`src/rtl/sbox_seq_pkg.sv`:
```
// sbox_seq_pkg
//   Shared definitions for the byte-serial S-box word sequencer.
//   - seq_state_t : sequencer FSM states (IDLE, ISSUE, DRAIN, DONE)
//   - BYTE_W      : width of one substituted byte
//   - LUT_DEPTH   : number of entries in the shared S-box LUT
//   - SEL_W       : width of the LUT select bus derived from LUT_DEPTH
package sbox_seq_pkg;

    localparam int BYTE_W    = 8;
    localparam int LUT_DEPTH = 256;
    localparam int SEL_W     = $clog2(LUT_DEPTH);

    typedef enum logic [1:0] {
        IDLE,
        ISSUE,
        DRAIN,
        DONE
    } seq_state_t;

endpackage

```
`src/rtl/sbox_word_seq.sv`:
```
// sbox_word_seq
//   Pushes a multi-byte word through the shared, registered S-box LUT one
//   byte per cycle and reassembles the substituted word. The LUT itself lives
//   outside this block so that other requesters can share it later.
//
//   Parameter
//     WORD_BYTES : bytes per word (>= 2)
//   Ports
//     CLK, RST             : clock, synchronous active-high reset
//     in_valid / in_ready  : upstream word handshake
//     in_word              : word to substitute, byte k = in_word[8k+7:8k]
//     in_rot               : rotate-left-by-one-byte request (RotWord)
//     out_valid / out_ready: downstream word handshake
//     out_word             : substituted word, stable while out_valid
//     busy                 : high whenever the sequencer is not IDLE
//     lut_sel, lut_en      : drive the LUT select and enable
//     lut_data             : LUT registered output (1-cycle read latency)
//
//   Build option
//     SBOX_SEQ_ROTWORD_EN : when defined, in_rot=1 at accept rotates the
//                           latched word left by 8 bits before substitution.
//                           When undefined, in_rot is ignored.
module sbox_word_seq
    import sbox_seq_pkg::*;
#(
    parameter int WORD_BYTES = 4
) (
    input  logic                         CLK,
    input  logic                         RST,
    input  logic                         in_valid,
    output logic                         in_ready,
    input  logic [BYTE_W*WORD_BYTES-1:0] in_word,
    input  logic                         in_rot,
    output logic                         out_valid,
    input  logic                         out_ready,
    output logic [BYTE_W*WORD_BYTES-1:0] out_word,
    output logic                         busy,
    output logic [SEL_W-1:0]             lut_sel,
    output logic                         lut_en,
    input  logic [BYTE_W-1:0]            lut_data
);

    localparam int              CNT_W = (WORD_BYTES > 1) ? $clog2(WORD_BYTES) : 1;
    localparam logic [CNT_W-1:0] LAST = CNT_W'(WORD_BYTES - 1);

    seq_state_t                         state;
    seq_state_t                         state_next;
    logic [CNT_W-1:0]                   cnt;
    logic [WORD_BYTES-1:0][BYTE_W-1:0]  word_q;
    logic [WORD_BYTES-1:0][BYTE_W-1:0]  result_q;
    logic [WORD_BYTES-1:0][BYTE_W-1:0]  accept_word;

    // Word presented for latching at accept time. With RotWord enabled the
    // top byte moves to byte 0, so it is the first one sent to the LUT.
`ifdef SBOX_SEQ_ROTWORD_EN
    assign accept_word = in_rot
        ? {in_word[BYTE_W*WORD_BYTES-BYTE_W-1:0],
           in_word[BYTE_W*WORD_BYTES-1:BYTE_W*WORD_BYTES-BYTE_W]}
        : in_word;
`else
    logic unused_rot;
    assign unused_rot  = in_rot;
    assign accept_word = in_word;
`endif

    // State, byte counter, latched word and result assembly. The LUT answers
    // one cycle after a byte is issued, so while issuing byte cnt we capture
    // the answer for byte cnt-1; the last answer arrives during DRAIN.
    always_ff @(posedge CLK) begin
        if (RST) begin
            state    <= IDLE;
            cnt      <= '0;
            word_q   <= '0;
            result_q <= '0;
        end else begin
            state <= state_next;
            case (state)
                IDLE: begin
                    if (in_valid) begin
                        word_q <= accept_word;
                        cnt    <= '0;
                    end
                end
                ISSUE: begin
                    if (cnt != '0) begin
                        result_q[cnt - CNT_W'(1)] <= lut_data;
                    end
                    if (cnt != LAST) begin
                        cnt <= cnt + CNT_W'(1);
                    end
                end
                DRAIN: begin
                    result_q[WORD_BYTES-1] <= lut_data;
                end
                default: begin
                end
            endcase
        end
    end

    // Next-state and per-state outputs; everything defaults to its idle value
    // so the LUT is only enabled and selected while issuing.
    always_comb begin
        state_next = state;
        in_ready   = 1'b0;
        out_valid  = 1'b0;
        lut_en     = 1'b0;
        lut_sel    = '0;
        case (state)
            IDLE: begin
                in_ready = 1'b1;
                if (in_valid) begin
                    state_next = ISSUE;
                end
            end
            ISSUE: begin
                lut_en  = 1'b1;
                lut_sel = word_q[cnt];
                if (cnt == LAST) begin
                    state_next = DRAIN;
                end
            end
            DRAIN: begin
                state_next = DONE;
            end
            DONE: begin
                out_valid = 1'b1;
                if (out_ready) begin
                    state_next = IDLE;
                end
            end
            default: begin
                state_next = IDLE;
            end
        endcase
    end

    assign busy     = (state != IDLE);
    assign out_word = result_q;

endmodule

```
`config.mk`:
```
export PLATFORM = sky130hd
export DESIGN_NAME = sbox_word_seq
export DESIGN_NICKNAME = d
export VERILOG_FILES = /design/src/rtl/sbox_seq_pkg.sv /design/src/rtl/sbox_word_seq.sv
export SDC_FILE = /design/constraint.sdc
export NUM_CORES = 1
export LEC_CHECK = 0
export ABC_AREA = 0
export BUFFER_PORTS_ARGS = -buffer_cell sky130_fd_sc_hd__buf_4
export CAP_MARGIN = 20
export CORE_AREA = 2 2 84 86
export CTS_CLUSTER_DIAMETER = 30
export DETAILED_ROUTE_END_ITERATION = 16
export DIE_AREA = 0 0 86 88
export PLACE_DENSITY = 0.74
export SLEW_MARGIN = 10
export SYNTH_ARGS = -nofsm -noshare
export SYNTH_HDL_FRONTEND = slang
export SYNTH_SLANG_ARGS = --single-unit
```
`constraint.sdc`:
```
create_clock -name CLK -period 1.85 [get_ports CLK]
set_input_delay 0.37 -clock CLK [delete_from_list [all_inputs] [get_ports CLK]]
set_output_delay 0.37 -clock CLK [all_outputs]
set_load 0.03 [all_outputs]
```
==> flow_summary.yaml <==
power:
  netSwitchingPower_w: 0.00150
  combPwrFrac_pct: 33.5
  leakagePower_nw: 1.87
  ir_worst_vdd_mv: 0.877
  power.share.clock_pct: 27.2
  seqPwrFrac_pct: 39.2
  p_per_area_mw_per_mm2: 1120
  p_int_w: 0.00291
  swShare_pct: 34.0
  total_power_w: 0.00441
detailed_routing:
  ant_nets: 0
  drt-pass1-iter-count: 4
  dr_wl_met3_um: 525
  detail_route.wirelength_um: 6690
  wire_per_inst_um: 13.6
  first_iter_violations: 48
  dr.max_layer_used: "met4"
  wl_met1_um: 2950
  wl_met2_um: 3110
  vias: 2474
  drc: 0
  via_per_inst: 5.04
clock_network:
  path_clk_slew_ns: 0.08
  cts_root_buf: "clkbuf_8"
  h-tree-depth: 3
  cts_tree: "yes"
  cts-buffers-inserted: 9
  clock_latency_ns: 0.34
  numClockSinks: 68
  post_cts_buffers: 0
  clk_path_buf_depth: 2
  cts_resized: 17
  hold_buffers: 0
run:
  maxCapViolations: 0
floorplan:
  die_y_um: 88
  die_w_um: 86
  ioPinCount: 89
  placement_rows: 30
  initial_core_util_pct: 44.7
  die-area_sq_mm: 0.00757
  fp.coreArea_sq_mm: 0.00664
logic_synthesis:
  synth_area_sq_mm: 0.00297
  synthXorXnorAreaFrac_pct: 0
  synth-compound-area-share_pct: 11.3
  syn_nets: 378
  synth_fa_ha_area_share_pct: 5.06
  synth-seq-cells: 68
  syn_inst: 321
  synth_top_family_by_area: "simple AND/OR/NAND/NOR gates"
  synthMuxAreaShare_pct: 14.5
  synth.yosys.seq_area_share_pct: 45.9
  synthSimpleGateAreaFrac_pct: 18.2
  synth_cell_types: 28
  synth.avg_cell_area_sq_um: 9.24
  yosys_warnings: 0
sta:
  finalSetupViolCount: 8
  finalHoldViolations: 0
  max_freq_mhz: 495
  fin_skew_ns: 0.0105
  rsz0062_at_grt: "yes"
  max_slew_margin_pct: 75.6
  max_slew.worst_pin.slew_ns: 0.365
  layout_setup_ws_ns: -0.170
  fin_crit_sh_pct: 109
  final_max_slew_viol_count: 0
  fin_hold_ws_ns: 0.269
  post-route-min-period_ns: 2.02
run_status:
  status: "finished with violations"
  violations: "negative setup slack"
global_routing:
  grt_pass1_wl_um: 10900
  antenna_found_initial: 0
  grt_pass1_vias: 2331
  grt-ovfl-total: 0
  grt_usage_pct: 18.5
  grt_start_max_net_pins: 36
critical_path:
  cp-end-kind: "output pin"
  path_cells: "buf_12 > mux4_2 > and2_4 > buf_6"
  cpPeakStageDelay_ns: 0.51
  crit_buf_inv: 2
  start_kind: "flip-flop"
  cp_top_family: "multiplexers"
  critPathKind: "reg -> out"
  required_ns: 1.48
  slowest_stage: "mux4_2"
  cp_max_fo: 8
  worstPathArrival_ns: 1.65
placed_design:
  gp_congestion: 0.777
  place_area_sq_mm: 0.00369
  port_buffers: 87
  place_hpwl_um: 4650
worst_hold_path:
  hold_class: "in -> reg"
layout:
  fin_area_sq_mm: 0.00394
  antennaDiodeCount: 0
  area_delta_synth_final_pct: 32.9
  drive_gt1_share_pct: 31.6
  num-nets-final: 463
cells in the final DEF, fill, tap and decap left out, types with 9 or more instances in the layout:
cell,synthesis,routed
a21oi_1,40,40
and2_4,1,9
nand2_1,68,68
ha_1,12,11
buf_4,1,87
clkbuf_8,0,10
nor2_1,25,25
dfxtp_1,68,67
mux2i_1,25,25
per-layer routing:
metal	GRT usage, %	up-vias
met5	0	-
met1	23.3	1115
met4	8.95	0
li1	-	1258
met2	29.6	90
met3	4.81	11
area by class of cell:
cell class | instances | area [sq um]
timing repair buffer | 97 | 783
fill | 604 | 2700
tap | 80 | 100
sequential | 68 | 1360
multi-input combinational | 224 | 1480
clock inverter | 4 | 48.8
clock buffer | 12 | 145
inverter | 6 | 22.5
flip-flops by register name (all words and copies together) (netlist names):
signal	cells
out_word	32
state	2
word_q	32
cnt	2
worst register-to-register path: stages (launching register included):
cell and delay (ns):
dfxtp_1 0.39, inv_1 0.12, ha_1 0.29, nor2b_1 0.22
or4_1 0.53, o31ai_1 0.08
synth_stat cells:
cell,count,area (sq um)
ha_1,12,150
dfxtp_1,68,1360
o21bai_1,1,7.51
mux2i_1,25,250
a21o_1,1,7.51
and2_4,1,8.76
inv_1,6,22.5
nor2_1,25,93.8
buf_6,3,33.8
nor3_1,1,5.00
o31ai_1,1,7.51
buf_1,3,11.3
buf_2,11,55.1
o311ai_1,2,17.5
buf_4,1,7.51
o41ai_1,2,17.5
clkbuf_1,5,18.8
mux4_2,8,180
and2_1,10,62.6
nand3b_1,3,22.5
a31o_1,8,70.1
nand2_1,68,255
a21oi_1,40,200
nand3_1,2,10.0
nor2b_1,4,25.0
or4_1,1,7.51
nand2b_1,8,50.1
o21a_1,1,7.51
path summary, 6_finish.rpt:
check	start	end	slack, ns	cells after the start
max	cnt[0]	lut_sel[3]	-0.17	4
min reg2reg	word_q[22]	word_q[22]	0.45	2
min	in_word[27]	word_q[27]	0.27	3
max reg2reg	state[0]	state[0]	0.14	5
power by group through the flow:
stage | logic [W] | registers [W] | clock network (W)
final | 0.00148 | 0.00173 | 0.00120
after global routing | 0.00163 | 0.00175 | 0.00130
after CTS | 0.00149 | 0.00173 | 0.00123
after detailed placement | 0.00145 | 0.00176 | 0
after global placement | 0.00142 | 0.00175 | 0
after floorplan | 0.00103 | 0.00177 | 0
metrics by stage:
stage / worst slack [ns] / setup TNS, ns / instances / utilization [%]
after floorplan: 0.105 / 0 / 321 / -
after global placement: 0.136 / 0 / 475 / 55.6
after detailed placement: 0.123 / 0 / 475 / 55.6
after CTS: -0.174 / -1.33 / 491 / 59.3
after global routing: -0.240 / -1.73 / 491 / 59.3
final: -0.170 / -1.19 / 491 / 59.3
cell families (layout without fill, tap and decap cells):
| group | count (synthesis) | count (layout) |
|---|---|---|
| AND/OR/NAND/NOR | 123 | 123 |
| buffers and inverters | 29 | 119 |
| multiplexers | 33 | 33 |
| AO/OA/AOI/OAI | 56 | 56 |
| flip-flops | 68 | 68 |
| adder cells (fa/ha/maj) | 12 | 12 |
Power figures use the tool's default switching activity.
